<file path="src/rtl/adder_result_pkg.sv">
// Shared types and flag bit positions for the adder result stage.
package adder_result_pkg;

  localparam int FLAG_CARRY  = 4;
  localparam int FLAG_SIGN   = 3;
  localparam int FLAG_ZERO   = 2;
  localparam int FLAG_PARITY = 1;
  localparam int FLAG_OVF    = 0;
  localparam int FLAGS_W     = 5;

  typedef logic [FLAGS_W-1:0] flags_t;

  localparam int DEF_WIDTH = 16;

  typedef struct packed {
    logic [DEF_WIDTH-1:0] sum;
    flags_t               flags;
  } entry_t;

  typedef enum logic [1:0] {
    OCC_EMPTY   = 2'd0,
    OCC_PARTIAL = 2'd1,
    OCC_FULL    = 2'd2
  } occ_state_t;

endpackage

</file>
<file path="src/rtl/result_fifo.sv">
// Small in-order result FIFO: storage, wrapping pointers, occupancy FSM and
// registered ready/valid (no combinational path from the handshake inputs).
module result_fifo
  import adder_result_pkg::*;
#(
  parameter int WIDTH = 16,
  parameter int DEPTH = 4
) (
  input  logic                       clk,
  input  logic                       rst_n,
  input  logic                       wr_valid_i,
  output logic                       wr_ready_o,
  input  logic [WIDTH+FLAGS_W-1:0]   wr_data_i,
  output logic                       wr_fire_o,
  output logic                       rd_valid_o,
  input  logic                       rd_ready_i,
  output logic [WIDTH+FLAGS_W-1:0]   rd_data_o,
  output logic [$clog2(DEPTH):0]     fill_level_o
);

  localparam int PTR_W = $clog2(DEPTH);
  localparam int CNT_BITS = PTR_W + 1;
  localparam int DW = WIDTH + FLAGS_W;
  localparam logic [CNT_BITS-1:0] LAST_FREE = CNT_BITS'(DEPTH - 1);
  localparam logic [CNT_BITS-1:0] ONE = CNT_BITS'(1);

  logic [DW-1:0]       mem_q [DEPTH];
  logic [PTR_W-1:0]    wr_ptr_q;
  logic [PTR_W-1:0]    rd_ptr_q;
  logic [CNT_BITS-1:0] count_q;
  occ_state_t          state_q;
  logic                wr_ready_q;
  logic                rd_valid_q;
  logic                push;
  logic                pop;

  assign push = wr_valid_i & wr_ready_q;
  assign pop  = rd_valid_q & rd_ready_i;

  // Storage is cleared on reset so the head output reads zero out of reset.
  always_ff @(posedge clk or negedge rst_n) begin
    if (!rst_n) begin
      for (int i = 0; i < DEPTH; i++) begin
        mem_q[i] <= '0;
      end
      wr_ptr_q   <= '0;
      rd_ptr_q   <= '0;
      count_q    <= '0;
      state_q    <= OCC_EMPTY;
      wr_ready_q <= 1'b1;
      rd_valid_q <= 1'b0;
    end else begin
      if (push) begin
        mem_q[wr_ptr_q] <= wr_data_i;
        wr_ptr_q        <= wr_ptr_q + 1'b1;
      end
      if (pop) begin
        rd_ptr_q <= rd_ptr_q + 1'b1;
      end
      case (state_q)
        OCC_EMPTY: begin
          if (push) begin
            count_q    <= ONE;
            state_q    <= OCC_PARTIAL;
            rd_valid_q <= 1'b1;
          end
        end
        OCC_PARTIAL: begin
          if (push && !pop) begin
            count_q <= count_q + 1'b1;
            if (count_q == LAST_FREE) begin
              state_q    <= OCC_FULL;
              wr_ready_q <= 1'b0;
            end
          end else if (pop && !push) begin
            count_q <= count_q - 1'b1;
            if (count_q == ONE) begin
              state_q    <= OCC_EMPTY;
              rd_valid_q <= 1'b0;
            end
          end
        end
        OCC_FULL: begin
          if (pop) begin
            count_q    <= count_q - 1'b1;
            state_q    <= OCC_PARTIAL;
            wr_ready_q <= 1'b1;
          end
        end
        default: begin
          state_q <= OCC_EMPTY;
        end
      endcase
    end
  end

  assign wr_ready_o   = wr_ready_q;
  assign wr_fire_o    = push;
  assign rd_valid_o   = rd_valid_q;
  assign rd_data_o    = mem_q[rd_ptr_q];
  assign fill_level_o = count_q;

endmodule

</file>
<file path="src/rtl/adder_result_stage.sv">
// Output stage behind the ripple adder: result FIFO plus sticky status and
// overflow counter. Define ADDER_RESULT_STAGE_RECHECK_EN to build the zero/parity recheck.
module adder_result_stage
  import adder_result_pkg::*;
#(
  parameter int WIDTH = 16,
  parameter int DEPTH = 4,
  parameter int CNT_W = 8
) (
  input  logic                     clk,
  input  logic                     rst_n,
  input  logic                     in_valid,
  output logic                     in_ready,
  input  logic [WIDTH-1:0]         in_sum,
  input  logic [4:0]               in_flags,
  output logic                     out_valid,
  input  logic                     out_ready,
  output logic [WIDTH-1:0]         out_sum,
  output logic [4:0]               out_flags,
  output logic [1:0]               sticky_flags,
  output logic [CNT_W-1:0]         ovf_count,
  input  logic                     clr_sticky,
  output logic [$clog2(DEPTH):0]   fill_level,
  output logic                     flag_err
);

  localparam logic [CNT_W-1:0] CNT_MAX = '1;

  logic                     push;
  logic [WIDTH+FLAGS_W-1:0] head;
  logic [1:0]               sticky_q, sticky_d;
  logic [CNT_W-1:0]         cnt_q, cnt_d;

  result_fifo #(
    .WIDTH (WIDTH),
    .DEPTH (DEPTH)
  ) u_fifo (
    .clk          (clk),
    .rst_n        (rst_n),
    .wr_valid_i   (in_valid),
    .wr_ready_o   (in_ready),
    .wr_data_i    ({in_sum, in_flags}),
    .wr_fire_o    (push),
    .rd_valid_o   (out_valid),
    .rd_ready_i   (out_ready),
    .rd_data_o    (head),
    .fill_level_o (fill_level)
  );

  assign out_sum   = head[FLAGS_W +: WIDTH];
  assign out_flags = head[FLAGS_W-1:0];

  // Clear applies first so a coincident push still leaves its own contribution.
  always_comb begin
    sticky_d = clr_sticky ? 2'b00 : sticky_q;
    cnt_d    = clr_sticky ? '0 : cnt_q;
    if (push) begin
      sticky_d = sticky_d | {in_flags[FLAG_CARRY], in_flags[FLAG_OVF]};
      if (in_flags[FLAG_OVF] && (cnt_d != CNT_MAX)) begin
        cnt_d = cnt_d + 1'b1;
      end
    end
  end

  always_ff @(posedge clk or negedge rst_n) begin
    if (!rst_n) begin
      sticky_q <= 2'b00;
      cnt_q    <= '0;
    end else begin
      sticky_q <= sticky_d;
      cnt_q    <= cnt_d;
    end
  end

  assign sticky_flags = sticky_q;
  assign ovf_count    = cnt_q;

`ifdef ADDER_RESULT_STAGE_RECHECK_EN
  logic err_q, err_d, mismatch;

  assign mismatch = push & ((in_flags[FLAG_ZERO] != ~|in_sum) |
                            (in_flags[FLAG_PARITY] != ~^in_sum));

  always_comb begin
    err_d = clr_sticky ? 1'b0 : err_q;
    if (mismatch) begin
      err_d = 1'b1;
    end
  end

  always_ff @(posedge clk or negedge rst_n) begin
    if (!rst_n) begin
      err_q <= 1'b0;
    end else begin
      err_q <= err_d;
    end
  end

  assign flag_err = err_q;
`else
  assign flag_err = 1'b0;
`endif

endmodule

</file>
<file path="config.mk">
export PLATFORM = sky130hd
export DESIGN_NAME = adder_result_stage
export DESIGN_NICKNAME = d
export VERILOG_FILES = /design/src/rtl/adder_result_pkg.sv /design/src/rtl/result_fifo.sv /design/src/rtl/adder_result_stage.sv
export SDC_FILE = /design/constraint.sdc
export NUM_CORES = 1
export LEC_CHECK = 0
export BUFFER_PORTS_ARGS = -buffer_cell sky130_fd_sc_hd__buf_2
export CORE_ASPECT_RATIO = 1.25
export CORE_MARGIN = 1
export CORE_UTILIZATION = 45
export CTS_CLUSTER_SIZE = 12
export DETAILED_ROUTE_END_ITERATION = 10
export HOLD_SLACK_MARGIN = 0.05
export PLACE_DENSITY_LB_ADDON = 0.3
export SYNTH_ARGS = -nofsm -noshare
export SYNTH_HDL_FRONTEND = slang
export SYNTH_SLANG_ARGS = --single-unit
</file>
<file path="constraint.sdc">
create_clock -name clk -period 2.1 [get_ports clk]
set_input_delay 0.105 -clock clk [delete_from_list [all_inputs] [get_ports clk]]
set_output_delay 0.105 -clock clk [all_outputs]
set_load 0.05 [all_outputs]
</file>
After elaboration in Yosys (flattened, before gate mapping)
Cells that the tools add are included.

Shift-type cells: 0. Div/mod/pow operators: 0. Mux-type cells: 32. Bitwise gates (word level): 5. Magnitude comparators: 3. Equality and inequality tests: 15. Add/sub/neg operators: 5. Reduce and logical (&&, ||, !) cells: 14. Multiply operators: 0.

Operators with widths (count): bitwise mux 84 bit (1); two-way mux 21 bit (3); binary-select mux 21 bit (select 2 bit) (1); demux 21 bit (select 2 bit) (1); two-way mux 8 bit (3); two-way mux 2 bit (8); two-way mux 3 bit (4); != test 2 x 1 -> 1 bit (second input constant) (6); AND reduction 5 bit (2); one-hot mux 3 bit (3 select lines) (1); adder 8 x 1 -> 8 bit (second input constant) (1); != test 8 bit (second input constant) (1); AND reduction 4 bit (2); two-way mux 1 bit (7); greater-or-equal comparator 3 bit (second input constant) (2); != test 3 x 1 -> 1 bit (second input constant) (2); NOT 2 -> 3 bit (2); one-hot mux 2 bit (3 select lines) (1); adder 2 x 1 -> 2 bit (second input constant) (2); logical AND 1 bit (4); one-hot mux 1 bit (2 select lines) (2); nonzero test 2 bit (2); adder 3 x 1 -> 3 bit (second input constant) (1); equality test 3 x 1 -> 1 bit (second input constant) (1); 12 further kinds (14).

Output and inout bits: 37. Bits in read-only memories: 0. Memory bits (writable): 0. Latch bits: 0. Input bits: 26. Flip-flop bits (word level): 105. Memories kept: 0.

Longest topological paths before layout
Gate-level depths: netlist of run 1.

Depth in word-level cells: 6. Depth in mapped cells: 7. Depth with buffers taken out: 6.

By module
A second synthesis of run 1 with hierarchy kept.

Cells, all modules: 334. Area, all modules: 4936.0 µm².

By module, submodules not included: result_fifo (area each 4411.7 µm², sequential area each 2378.5 µm², times used 1, cells an instance 284); adder_result_stage (area each 524.3 µm², sequential area each 250.2 µm², times used 1, cells an instance 50).

Worst setup path after synthesis of run 1
OpenSTA, ideal clock, no wires.

Kind: reg-to-reg. Start: register u_fifo.wr_ready_q, in the netlist u_fifo.wr_ready_o. End: register u_fifo.count_q[2], in the netlist u_fifo.fill_level_o[2]. Data required time: 1.972 ns. Arrival: 1.678 ns. Buffers on the path: 0. Library setup time: 0.128 ns. Period minus slack after synthesis: 1.806 ns. Stages on the path, launching flop included: 6. Path slack: 0.294 ns. Cells stage by stage: dfstp_2 nand2_1 a22o_1 a311o_1 a31oi_1 o22ai_1.

Cells in the longest elaborated chain, start to end: 5. Elaborated cells on any way between the ends: 9. Classes of those cells: eq/ne: 2; mux: 2; bitwise: 1; reduce/logical: 4.

Ends and longest elaborated chain: from (decl) (line result_fifo.sv:32) `logic wr_ready_q;`; from (signal assigned) (line result_fifo.sv:50) `wr_ready_q <= 1'b1;`; from (signal assigned) (line result_fifo.sv:73) `wr_ready_q <= 1'b0;`; from (signal assigned) (line result_fifo.sv:87) `wr_ready_q <= 1'b1;`; AND 1 bit * (line result_fifo.sv:37) `assign push = wr_valid_i & wr_ready_q;`; logical NOT 1 bit (line result_fifo.sv:75) `end else if (pop && !push) begin`; logical AND 1 bit (line result_fifo.sv:75); != test 3 x 1 -> 1 bit (no source line); AND reduction 4 bit (no source line); to (signal assigned) (line result_fifo.sv:70) `count_q <= count_q + 1'b1;`; to (signal assigned) (line result_fifo.sv:76) `count_q <= count_q - 1'b1;`; to (signal assigned) (line result_fifo.sv:85) `count_q <= count_q - 1'b1;`; to (decl) (line result_fifo.sv:30) `logic [CNT_BITS-1:0] count_q;`.

Mark *: on every way between the ends. The rest lies on a longest branch, timed or not. A chain may end at the register's enable or synchronous reset.

Worst setup path in the final report of run 1
Start: register u_fifo.rd_ptr_q[0]. End: output out_flags[4].

Cells in the longest elaborated chain, start to end: 4.

Ends and longest elaborated chain: from (decl) (line result_fifo.sv:29) `logic [PTR_W-1:0] rd_ptr_q;`; from (signal assigned) (line result_fifo.sv:58) `rd_ptr_q <= rd_ptr_q + 1'b1;`; NOT 2 -> 3 bit (implied by the code) (line result_fifo.sv:100) `assign rd_data_o = mem_q[rd_ptr_q];`; binary-select mux 21 bit (select 2 bit) (line result_fifo.sv:100); two-way mux 21 bit (implied by the code) (2 in series) (line result_fifo.sv:100); to (decl) (line adder_result_stage.sv:19) `output logic [4:0] out_flags,`.

No other way between the ends. The select of a mux whose other input is x is not followed.

==> flow_results.org, run 1 <==
** Setup path
- Kind of end point of the critical path :: output pin
- Setup slack, reg-to-reg :: roughly 380 ps
- Worst endpoint required time :: around 2000 ps
- The critical path contains buffers and inverters numbering 2 combined.
- Cell chain of the critical path :: buf_12 -> mux4_2 -> buf_2
- Crit path launch type :: flop
- Worst R2R Start :: u_fifo.state_q[0]
- Slowest stage cell, crit path :: sky130_fd_sc_hd__dfrtp_1
- Startpoint of the most critical setup path :: u_fifo.rd_ptr_q[0]
- The cell family contributing the most delay on the critical path is flip-flops.
- Worst Path Class, Setup :: reg -> out
- Of all nets on the critical path, the largest fanout is 11.
- Worst r2r path cells :: 6
- Largest stage delay on the critical path :: about 580 ps
- The worst register-to-register path ends at u_fifo.fill_level_o[2].
- Data arrives at the worst endpoint at between 1500 and 2000 ps.

** Final layout
- Counting the fill cells in the layout gives approximately 900.
- Post-route insts no fill :: 565
- Relative to the synthesized area, the layout overhead comes to 21.1%.
- Ratio of cells with drive above 1 in the final layout :: between 40% and 50%
- Area of all sequential standard cells :: 2630 µm²
- Number of inserted diodes :: 0
- Cell area after layout :: a little under 6000 µm²
- Footprint of the multi-input gates :: 2120 µm²
- For this run, the post-layout net count is between 400 and 500.

** Yosys
- Yosys cell types :: 41
- During synthesis, Yosys emitted a total of 0 warnings.
- The synthesized design devotes to its leading area cell type a little over half of total area.
- Share of the synthesized area in compound gates (AO/OA/AOI/OAI) :: roughly 5%
- Ranked by total cell area, the synthesized netlist is headed by sky130_fd_sc_hd__dfrtp_1, sky130_fd_sc_hd__mux2_2, sky130_fd_sc_hd__mux4_2.
- Cell with the most instances after synthesis :: sky130_fd_sc_hd__dfrtp_1
- Main combinational cell family by area after synthesis :: multiplexers
- The commonest cells after synthesis are sky130_fd_sc_hd__dfrtp_1, sky130_fd_sc_hd__mux2_2, sky130_fd_sc_hd__mux4_2.
- Synthesis produced a netlist with a net count of between 300 and 400.
- In this run, synthesis produced a sequential element count of approximately 110.
- The synthesized netlist devotes under 10% of its cell area to XOR and XNOR gates.
- Fraction of synthesized area in multiplexers :: between 20% and 30%
- Area share of and/or/nand/nor cells after synthesis :: 4.20%
- Most area-hungry cell type in the Yosys netlist :: sky130_fd_sc_hd__dfrtp_1
- Sequential cell area fraction in the yosys report :: between 50% and 60%
- Cells after synthesis :: approximately 340
- Post-synthesis area per instance :: ~14 µm²
- Of all flip-flops after synthesis, the portion carrying an async set or reset was 100%.
- The synthesized netlist devotes around 3.1% of its cell area to adder and majority cells.
- Area of the mapped netlist :: approximately 4900 µm²
- EDFF count, synth :: 0
- In the synthesized netlist the dominant register cell turns out to be sky130_fd_sc_hd__dfrtp_1.

** Floorplan
- For this configuration, the core starts out at a cell density of 46.3%.
- The die is approximately 120 µm tall.
- I/O pin count :: 63
- In this run the core area contains 42 standard-cell rows.
- The die covers 11,300 µm².
- The floorplan step defined a core boundary enclosing 10,600 µm².
- X dimension of the die :: about 95 µm

** Route
- The pre-antenna-repair detailed-routing pass consisted of 5 iterations.
- In the routed layout, each cell is associated on average with a via count of ~5.4.
- For this run, design rule violations remaining after detail routing come to 0.
- Final wirelength :: 9440 µm
- First DRT Iteration DRCs :: just under 100
- Detailed routing inserted a total of ~3,000 vias.
- Number of antenna-violating nets in the routed design :: 0
- Dividing the detail-routed wire length by the instance count gives between 15 and 20 µm.

** Global route
- The first global-routing pass estimated 15,500 µm of wire.
- Initial antenna violation count :: 0
- Across every metal layer, demand over resource in global routing totals a little under a fifth.
- Aggregate global routing overflow :: 0
- Entering global routing, the biggest net connects 57 pins.
- The number of global-route vias before repair was 3,151.

** Clock tree
- Clk pin slew, worst setup/hold paths :: about 70 ps
- The later pin in the worst-skew pair is clocked with a latency of approximately 350 ps.
- Buffer type at the clock tree root :: sky130_fd_sc_hd__clkbuf_16
- TritonCTS sink count :: between 100 and 150
- Number of buffers on the longest clock path :: 2
- TritonCTS built the clock tree.
- CTS H-Tree Depth :: 3
- Number of buffers inserted during clock tree synthesis :: 9
- Number of post-CTS setup repair buffers :: 0

** Placement
- In this run the cell area measured after placement is between 5000 and 6000 µm².
- Port bufs :: between 60 and 70
- Global placement routability congestion :: a little over 0.8
- Half-perimeter wire length after placement :: 6580 µm
- Placed cell count :: approximately 530

** Hold path
- Hold/Removal Path Class :: in -> reg
- Hold Path End :: u_fifo.mem_q[42]
- Number of cells on the worst hold path :: 2
- The worst hold path begins at in_flags[0].

** STA
- Unrepaired setup endpoints after global routing :: no
- The count of final max-slew check failures is 0.
- Derived from the worst setup path, the maximum achievable clock frequency is just over 500 MHz.
- Subtracting the final worst setup slack from the clock period gives around 2000 ps.
- The total count of hold-check failures in the final report is 0.
- Between clock sinks in the finished design, the worst skew comes to 11.3 ps.
- In the finished design, the share of the clock period the worst path needs comes to a little over nine tenths.
- Aggregate negative setup slack :: 0 ps
- Setup violations remaining at the end of the flow were counted as 0.

** Status
- The flow ran to the end, and the final reports show no timing, DRC or antenna violations.

** Pwr
- Leakage power total :: about 3 nW
- Worst-case vdd ir drop :: 335 µV
- In this run the power density over the cells is 646 nW/µm².

** Run
- Number of max-capacitance violations reported :: 0
## state kept, by name (all words and copies together) (netlist names)
name,flops
u_fifo.mem_q,84
ovf_count,8
u_fifo.fill_level_o,3
sticky_flags,2
u_fifo.rd_ptr_q,2
u_fifo.state_q,2
u_fifo.wr_ptr_q,2
u_fifo.rd_valid_o,1
u_fifo.wr_ready_o,1
## worst max path at each step
stage / end / slack, ps / cells after the start
final: out_flags[4] / 120 / 3
after global placement: u_fifo.fill_level_o[2] / 470 / 5
after global routing: out_flags[4] / 6 / 3
after CTS: out_flags[4] / 60 / 3
after floorplan: u_fifo.fill_level_o[2] / 290 / 5
after detailed placement: u_fifo.fill_level_o[2] / 390 / 6
## timing repair
item,CTS,global route
hold buffers,21,0
gates resized for setup,0,0
endpoints found under the hold margin,104,0
## metrics by stage
step	hold slack, ps	util, %	power [mW]	setup WS [ps]
2_1_floorplan	-191	-	2.07	294
3_3_place_gp	47.7	51.2	2.16	471
3_5_place_dp	48.2	51.2	2.16	388
4_1_cts	64.6	56.1	3.88	57.9
5_1_grt	77.5	56.1	3.98	5.57
6_report	80.0	56.1	3.82	118
## worst register-to-register path: stages, from the launching register on
cell                      delay, ps
sky130_fd_sc_hd__dfrtp_1        380
sky130_fd_sc_hd__inv_1           80
sky130_fd_sc_hd__ha_1           280
sky130_fd_sc_hd__a22o_1         250
sky130_fd_sc_hd__a311o_1        340
sky130_fd_sc_hd__a31oi_1        160
sky130_fd_sc_hd__o22ai_1        110
## cells by family (layout without fill, tap and decap cells)
logic type | after synthesis | after routing
adder cells (fa/ha/maj) | 12 | 12
AO/OA/AOI/OAI | 34 | 34
XOR/XNOR | 9 | 9
AND/OR/NAND/NOR | 42 | 42
other | 1 | 1
buffers and inverters | 30 | 124
multiplexers | 106 | 106
flip-flops | 105 | 105
## per-layer routing
| metal | up-vias | wire, µm | global-route usage (%) |
|---|---|---|---|
| li1 | 1417 | - | - |
| met1 | 1576 | 4390 | 24.4 |
| met2 | 59 | 4570 | 28.9 |
| met3 | 10 | 372 | 4.44 |
| met4 | 0 | 113 | 6.06 |
| met5 | - | 0 | 0 |
## power breakdown
group          internal, mW  total, mW          switching, mW
Clock                 0.852       1.68                  0.824
Combinational        0.0505      0.126                 0.0758
Sequential             2.02       2.02  0.0000000000000000965
Total                  2.92       3.82                  0.900
## area by class of cell
class	count	share of cell area, %
inverter	13	0.824
timing repair buffer	95	11.0
clock buffer	9	3.80
tap	132	2.79
clock inverter	7	1.37
sequential	105	44.4
multi-input combinational	204	35.8
## layout by cell type (no fill, tap or decap), types with 2 or more instances in the layout
| master | Yosys | routed |
|---|---|---|
| sky130_fd_sc_hd__inv_6 | 0 | 2 |
| sky130_fd_sc_hd__nand3_1 | 5 | 5 |
| sky130_fd_sc_hd__clkinv_8 | 0 | 2 |
| sky130_fd_sc_hd__xnor2_1 | 7 | 7 |
| sky130_fd_sc_hd__nand2_1 | 15 | 15 |
| sky130_fd_sc_hd__inv_1 | 13 | 13 |
| sky130_fd_sc_hd__mux2_2 | 84 | 84 |
| sky130_fd_sc_hd__buf_12 | 0 | 3 |
| sky130_fd_sc_hd__a31oi_1 | 6 | 6 |
| sky130_fd_sc_hd__o22ai_1 | 2 | 2 |
| sky130_fd_sc_hd__buf_4 | 2 | 11 |
| sky130_fd_sc_hd__ha_1 | 12 | 12 |
| sky130_fd_sc_hd__buf_2 | 11 | 60 |
| sky130_fd_sc_hd__mux4_2 | 21 | 21 |
| sky130_fd_sc_hd__nand3_2 | 2 | 2 |
| sky130_fd_sc_hd__nand2b_1 | 2 | 2 |
| sky130_fd_sc_hd__o21ai_0 | 7 | 7 |
| sky130_fd_sc_hd__inv_8 | 0 | 2 |
| sky130_fd_sc_hd__dfrtp_1 | 104 | 104 |
| sky130_fd_sc_hd__nor2b_1 | 2 | 2 |
| sky130_fd_sc_hd__xor2_1 | 2 | 2 |
| sky130_fd_sc_hd__clkbuf_16 | 0 | 9 |
| sky130_fd_sc_hd__and3_1 | 2 | 2 |
| sky130_fd_sc_hd__o21bai_1 | 2 | 2 |
| sky130_fd_sc_hd__o211ai_1 | 2 | 2 |
| sky130_fd_sc_hd__nor2_1 | 10 | 10 |
| sky130_fd_sc_hd__dlygate4sd3_1 | 0 | 21 |
| sky130_fd_sc_hd__a21oi_1 | 5 | 5 |
| sky130_fd_sc_hd__a22oi_1 | 2 | 2 |
(Power assumes the default switching activity.)
==> run 2, diff against run 1 <==
--- a/config.mk
+++ b/config.mk
@@ -13,6 +13,7 @@
 export DETAILED_ROUTE_END_ITERATION = 10
 export HOLD_SLACK_MARGIN = 0.05
 export PLACE_DENSITY_LB_ADDON = 0.3
+export REMOVE_ABC_BUFFERS = 1
 export SYNTH_ARGS = -nofsm -noshare
 export SYNTH_HDL_FRONTEND = slang
 export SYNTH_SLANG_ARGS = --single-unit
==> flow_results.org, run 2 (synthesis results as in run 1) <==
** Global route
- The overall overflow remaining after global route came to 0 (unchanged).
- The number of antenna violations at the first check in global routing was 0 (unchanged).
- The number of global-route vias before repair came to 3,194 (+1.4%).
- The total track usage is 18.3% (about the same).
- Maximum number of pins on one net before global-route repair :: 41 (-28%)
- First-pass GRT wire length :: 15,700 µm (+1.2%)

** Setup path
- The number of buffers and inverters on the critical path was 2 (unchanged).
- The worst setup path is captured at an output pin.
- End of the worst register-to-register path :: u_fifo.fill_level_o[2]
- Number of cells on the critical path :: 3 (unchanged)
- The largest incremental delay on the critical path is 620 ps (+40 ps).
- The depth of the most critical reg-to-reg path came to 6 (unchanged).
- Worst Path Class, Setup :: reg -> out
- Kind of cell adding the most delay to the critical path :: flip-flops
- STA classifies the critical path startpoint as a flop.
- Setup slack, reg-to-reg :: 390 ps (about the same)
- Maximum fanout count along the critical path :: 15 (+4)
- Slowest stage cell, crit path :: sky130_fd_sc_hd__dfrtp_1
- The required arrival time at the worst endpoint is 2000 ps (about the same).
- The startpoint identified for the worst register-to-register timing path is u_fifo.state_q[0].
- Walking the worst path, the cells encountered are buf_12 -> mux4_2 -> buf_2.
- Data arrival at the endpoint of the critical path :: 1730 ps (-150 ps)
- The most critical setup path has its endpoint at out_sum[3].
- The critical path starts at u_fifo.rd_ptr_q[1].

** STA
- The total negative slack for setup checks is 0 ps (unchanged).
- Setup repair after global routing left no endpoint under its margin.
- The count of final max-slew check failures is 0 (unchanged).
- Setup-violating endpoint count in the final report :: 0 (unchanged)
- Headroom to the max-slew limit came out at between 60% and 70%.
- Maximum operating frequency :: 544 MHz (+7.8%)
- Crit path time final :: 1840 ps (-144 ps)
- Slew at the pin closest to its max-slew limit :: 509 ps
- Hold violation total from the final report :: 0 (unchanged)
- Worst clock skew on the final layout :: 6.56 ps (-4.73 ps)
- The final clock period utilization by the worst path was 87.5% (-6.9 points).

** Route
- WL per Instance :: 16.6 µm (-0.41%)
- The met1 layer wirelength in the final routing came to 4160 µm (-5.2%).
- Via total after detailed routing :: 3,044 (-0.59%)
- Residual DRC count :: 0 (unchanged)
- The via-per-instance ratio came to 5.44 (+0.30%).
- Routed wire length on met2 :: 4620 µm (+0.96%)
- Detailed Routing Iterations Pass 1 :: 6 (+1)
- Number of antenna-violating nets in the routed design :: 0 (unchanged)
- The aggregate routed wire length came to 9320 µm (-1.3%).
- The number of DRC violations after detailed-routing iteration 0 was 71 (-28%).
- Met3 layer wire length in the routed design :: 413 µm (+11%)
- Signal routing reaches up to met4.

** Final layout
- Ratio of cells with drive above 1 in the final layout :: 46.5% (-0.16 points)
- The count of fill cells added during filler insertion is 872 (-1.6%).
- Top reg by flops :: u_fifo.mem_q
- Number of inserted diodes :: 0 (unchanged)
- Max FFs per register :: 84 (unchanged)
- Most used cells in the layout excluding fill and tap cells :: sky130_fd_sc_hd__dfrtp_1, sky130_fd_sc_hd__mux2_2, sky130_fd_sc_hd__buf_2
- The final cell count without fillers came to 560 (-0.88%).
- Commonest non-fill, non-tap cell in the layout :: sky130_fd_sc_hd__dfrtp_1
- The final net count is 462 (-0.86%).
- Compared with the post-synthesis result, the final layout area differs by 20.2%.

** Clock tree
- Number of post-CTS setup repair buffers :: 0 (unchanged)
- The worst-case clock buffer depth came to 2 (unchanged).
- The hold buffer count at cts was 20 (-4.8%).
- Clk pin slew, worst setup/hold paths :: 70 ps (about the same)
- Buffer type at the clock tree root :: sky130_fd_sc_hd__clkbuf_16
- Number of instances resized during post-cts repair :: 0 (unchanged)
- Clock latency at the later pin of the worst-skew pair :: 340 ps (about the same)
- CTS H-Tree Depth :: 3 (unchanged)
- The number of clock sinks is 105 (unchanged).
- The clock buffer count from CTS came to 9 (unchanged).
- TritonCTS clock tree :: yes

** Floorplan
- The die footprint was 11,300 µm² (unchanged).
- Rows :: 42 (unchanged)
- The core outline area is 10,600 µm² (unchanged).
- The horizontal die dimension came to 95.2 µm (unchanged).
- Height of the chip :: 119 µm (unchanged)
- The initial core utilization was 46.3% (unchanged).
- I/O pin count :: 63 (unchanged)

** Hold path
- Hold/Removal Path Class :: in -> reg

** Placement
- The number of port buffers came to 61 (unchanged).
- Half-perimeter wire length after placement :: 6140 µm (-6.8%)
- The number of placed cells counting well taps came to 525 (-0.57%).
- Global placement routability congestion :: 0.850 (+2.3%)

** Pwr
- Power per cell area :: 646 nW/µm² (about the same)
- Leakage power total :: 2.94 nW (-0.91%)
- Worst-case vdd ir drop :: 369 µV (+10%)

** Run
- Number of max-capacitance violations reported :: 0 (unchanged)

** Status
- The run finished with clean final reports.
==> run 2: worst min-delay path by stage <==
stage          slack, ps  cells past startpoint          endpoint  startpoint
3_3_place_gp         110                      1  u_fifo.mem_q[73]       rst_n
6_report              60                      2  u_fifo.mem_q[61]  in_sum[14]
4_1_cts               50                      2  u_fifo.mem_q[82]  in_sum[14]
2_1_floorplan       -190                      0      ovf_count[0]       rst_n
5_1_grt               70                      2  u_fifo.mem_q[19]  in_sum[14]
3_5_place_dp         120                      1  u_fifo.mem_q[73]       rst_n
==> run 2: metrics by stage <==
stage               area, µm²  power, mW  utilization [%]  setup WS (ps)  hold slack, ps
finish                   5880       3.80             55.6            262            62.2
global route             5880       3.95             55.6            174            74.6
CTS                      5880       3.86             55.6            203            51.7
detailed placement       5380       2.16             51.0            390             116
global placement         5380       2.16             51.0            466             110
floorplan                4800       2.07                -            168            -191
==> run 2: area by class of cell <==
type | instances | area [µm²] | share of cell area [%]
clock buffers | 9 | 225 | 3.83
clock inverters | 6 | 68.8 | 1.17
inverters | 13 | 48.8 | 0.830
multi-input cells | 204 | 2120 | 36.0
flip-flops and latches | 105 | 2630 | 44.8
well taps | 132 | 165 | 2.81
repair buffers | 91 | 621 | 10.6
==> run 2: power breakdown <==
group,switching [mW],total [mW],internal (mW)
clock,0.724,1.65,0.923
sequential,0.000000000000000105,2.02,2.02
combinational,0.0760,0.126,0.0504
total,0.800,3.80,3.00
==> run 2: metal layers <==
metal / vias to the layer above / global-route usage, %
li1: 1402 / -
met1: 1566 / 23.9
met2: 65 / 29.6
met3: 11 / 3.93
met4: 0 / 6.44
met5: - / 0
==> run 3, diff against run 2 <==
--- a/config.mk
+++ b/config.mk
@@ -12,6 +12,7 @@
 export CTS_CLUSTER_SIZE = 12
 export DETAILED_ROUTE_END_ITERATION = 10
 export HOLD_SLACK_MARGIN = 0.05
+export MAX_ROUTING_LAYER = met4
 export PLACE_DENSITY_LB_ADDON = 0.3
 export REMOVE_ABC_BUFFERS = 1
 export SYNTH_ARGS = -nofsm -noshare
==> flow_results.org, run 3 (synthesis results as in run 1) <==
** STA
- Maximum operating frequency :: 544 MHz (about the same)
- The relative slew slack came to 66.1% (about the same).
- Setup repair after global routing left no endpoint under its margin.
- The final setup skew was 6.58 ps (+0.0134 ps).
- The total negative slack for setup checks came to 0 ps (unchanged).
- Smallest hold slack :: 63.4 ps (+1.25 ps)
- Crit path time final :: 1840 ps (+0.0400 ps)
- Slew at the pin closest to its max-slew limit :: 509 ps (-0.617 ps)
- The total of endpoints with negative setup slack in the final report is 0 (unchanged).
- Final cycle utilization of the critical path :: 87.5% (about the same)
- Hold violation total from the final report :: 0 (unchanged)
- Number of slew-limit violations in the final report :: 0 (unchanged)

** Final layout
- Commonest non-fill, non-tap cell in the layout :: sky130_fd_sc_hd__dfrtp_1
- In the layout the commonest cells are sky130_fd_sc_hd__dfrtp_1, sky130_fd_sc_hd__mux2_2, sky130_fd_sc_hd__buf_2.
- The final core area utilization is 55.6% (unchanged).
- Number of inserted diodes :: 0 (unchanged)
- The flip-flop count of the largest register, all copies and words added is 84 (unchanged).
- Area grow syn2layout :: 20.2% (unchanged)
- Top reg by flops :: u_fifo.mem_q
- The fraction of layout cells with a size suffix above 1 was 46.5% (unchanged).
- The count of fill cells added during filler insertion was 872 (unchanged).
- The final net count was 462 (unchanged).

** Placement
- The final weighted congestion of routability-driven global placement came to 0.863 (+1.6%).
- Half-perimeter wire length after placement :: 6140 µm (unchanged)
- Port bufs :: 61 (unchanged)

** Clock tree
- The clock insertion delay at the later pin of the skew report was 340 ps (about the same).
- Number of instances resized during post-cts repair :: 0 (unchanged)
- The clock buffer count from CTS came to 9 (unchanged).
- TritonCTS built the clock tree.
- Clk pin slew, worst setup/hold paths :: 70 ps (about the same)
- The worst-case clock buffer depth came to 2 (unchanged).
- TritonCTS sink count :: 105 (unchanged)
- The depth of the CTS H-tree was 3 (unchanged).
- Buffer type at the clock tree root :: sky130_fd_sc_hd__clkbuf_16

** Route
- Detail-routed via count per cell :: 5.42 (-0.23%)
- The number of DRC violations after detailed-routing iteration 0 was 80 (+13%).
- The number of nets with antenna violations after detailed routing was 0 (unchanged).
- The total via count after detailed routing was 3,037 (-0.23%).
- Detailed Routing Iterations Pass 1 :: 6 (unchanged)
- The aggregate routed wire length came to 9330 µm (about the same).
- WL per Instance :: 16.7 µm (about the same)
- The count of unresolved DRC violations after routing came to 0 (unchanged).

** Floorplan
- The die footprint came to 11,300 µm² (unchanged).
- The total number of placement rows is 42 (unchanged).
- The height of the die was 119 µm (unchanged).
- The number of ports placed on the die boundary came to 63 (unchanged).
- The horizontal die dimension was 95.2 µm (unchanged).
- The core outline area was 10,600 µm² (unchanged).
- Starting utilization of the core area :: 46.3% (unchanged)

** Setup path
- In this run the worst setup path begins at u_fifo.rd_ptr_q[1].
- Maximum fanout count along the critical path :: 15 (unchanged)
- The worst setup path is of the reg -> out kind.
- Worst R2R Start :: u_fifo.state_q[0]
- Crit path launch type :: flop
- Worst endpoint required time :: 2000 ps (about the same)
- The arrival time reported for the critical path endpoint came to 1730 ps (about the same).
- STA classifies the critical path endpoint as an output pin.

** Global route
- The global-route wire length before repair came to 15,700 µm (about the same).
- Aggregate global routing overflow :: 0 (unchanged)
- The total track usage came to 18.8% (+0.52 points).
- The number of global-route vias before repair came to 3,196 (+0.063%).
- Maximum number of pins on one net before global-route repair :: 41 (unchanged)
- Initial antenna violation count :: 0 (unchanged)

** Pwr
- Combinational share of power :: 3.3% (about the same)
- Power per cell area :: 646 nW/µm² (about the same)
- Worst-case vdd ir drop :: 367 µV (-0.43%)
- The part of the power in registers is 53.3% (about the same).
- The part of the total power dissipated in the clock network was 43.4% (about the same).
- Switch share :: 21.1% (about the same)
- Leakage power total :: 2.94 nW (unchanged)
- Internal cell power :: 3.00 mW (about the same)
- P_sw :: 0.801 mW (about the same)

** Run
- The count of max-cap constraint violations is 0 (unchanged).

** Hold path
- Start point of the worst min-delay path :: in_sum[14]
- The tightest min-delay check is of the in -> reg type.

** Status
- Result of the run :: complete, no violations
-- run 3: cell counts in the layout (fill, tap and decap cells not counted) --
No cell type changed its count.
-- run 3: final timing paths --
kind	end	slack, ps	depth (start not counted)
min in group asynchronous	u_fifo.mem_q[73]	280	2
min	u_fifo.mem_q[61]	60	2
max	out_sum[3]	260	3
min reg2reg	u_fifo.mem_q[1]	500	1
max reg2reg	u_fifo.fill_level_o[2]	380	6
max in group asynchronous	u_fifo.mem_q[47]	1170	3
-- run 3: stage by stage --
step           total power, mW  setup slack, ps  instances  cell area (µm²)
2_1_floorplan             2.07              168        322             4800
3_3_place_gp              2.16              466        525             5380
3_5_place_dp              2.16              390        525             5380
4_1_cts                   3.86              203        560             5880
5_1_grt                   3.95              172        560             5880
6_report                  3.80              262        560             5880
-- run 3: area by class of cell --
class	count	area, µm²	area share [%]
Clock buffer	9	225	3.83
Clock inverter	6	68.8	1.17
Inverter	13	48.8	0.830
Multi-Input combinational cell	204	2120	36.0
Sequential cell	105	2630	44.8
Tap cell	132	165	2.81
Timing Repair Buffer	91	621	10.6
-- run 3: worst max-delay path: stages (launching register included) --
cell                      delay (ps)
sky130_fd_sc_hd__dfrtp_1         620
sky130_fd_sc_hd__buf_12          220
sky130_fd_sc_hd__mux4_2          320
sky130_fd_sc_hd__buf_2           230
-- run 3: routing by layer --
layer | routed length (µm) | vias up | GRT usage (%)
met5 | 0 | - | -
met4 | 137 | 0 | 5.59
met3 | 397 | 14 | 4.38
met2 | 4590 | 59 | 29.6
met1 | 4210 | 1562 | 23.9
li1 | - | 1402 | -
-- run 3: what timing repair did --
| item | in CTS | in global routing |
|---|---|---|
| endpoints found under the setup margin | 0 | 0 |
| hold endpoints to repair | 104 | 0 |
| buffers inserted | 0 | 0 |
| hold buffers | 20 | 0 |
-- run 3: power by group through the flow --
stage                     clock, mW  combinational, mW  sequential (mW)
after floorplan                   0            0.00692             2.06
after global placement            0             0.0984             2.06
after detailed placement          0              0.102             2.06
after CTS                      1.71              0.131             2.02
after global routing           1.79              0.144             2.02
final                          1.65              0.126             2.02
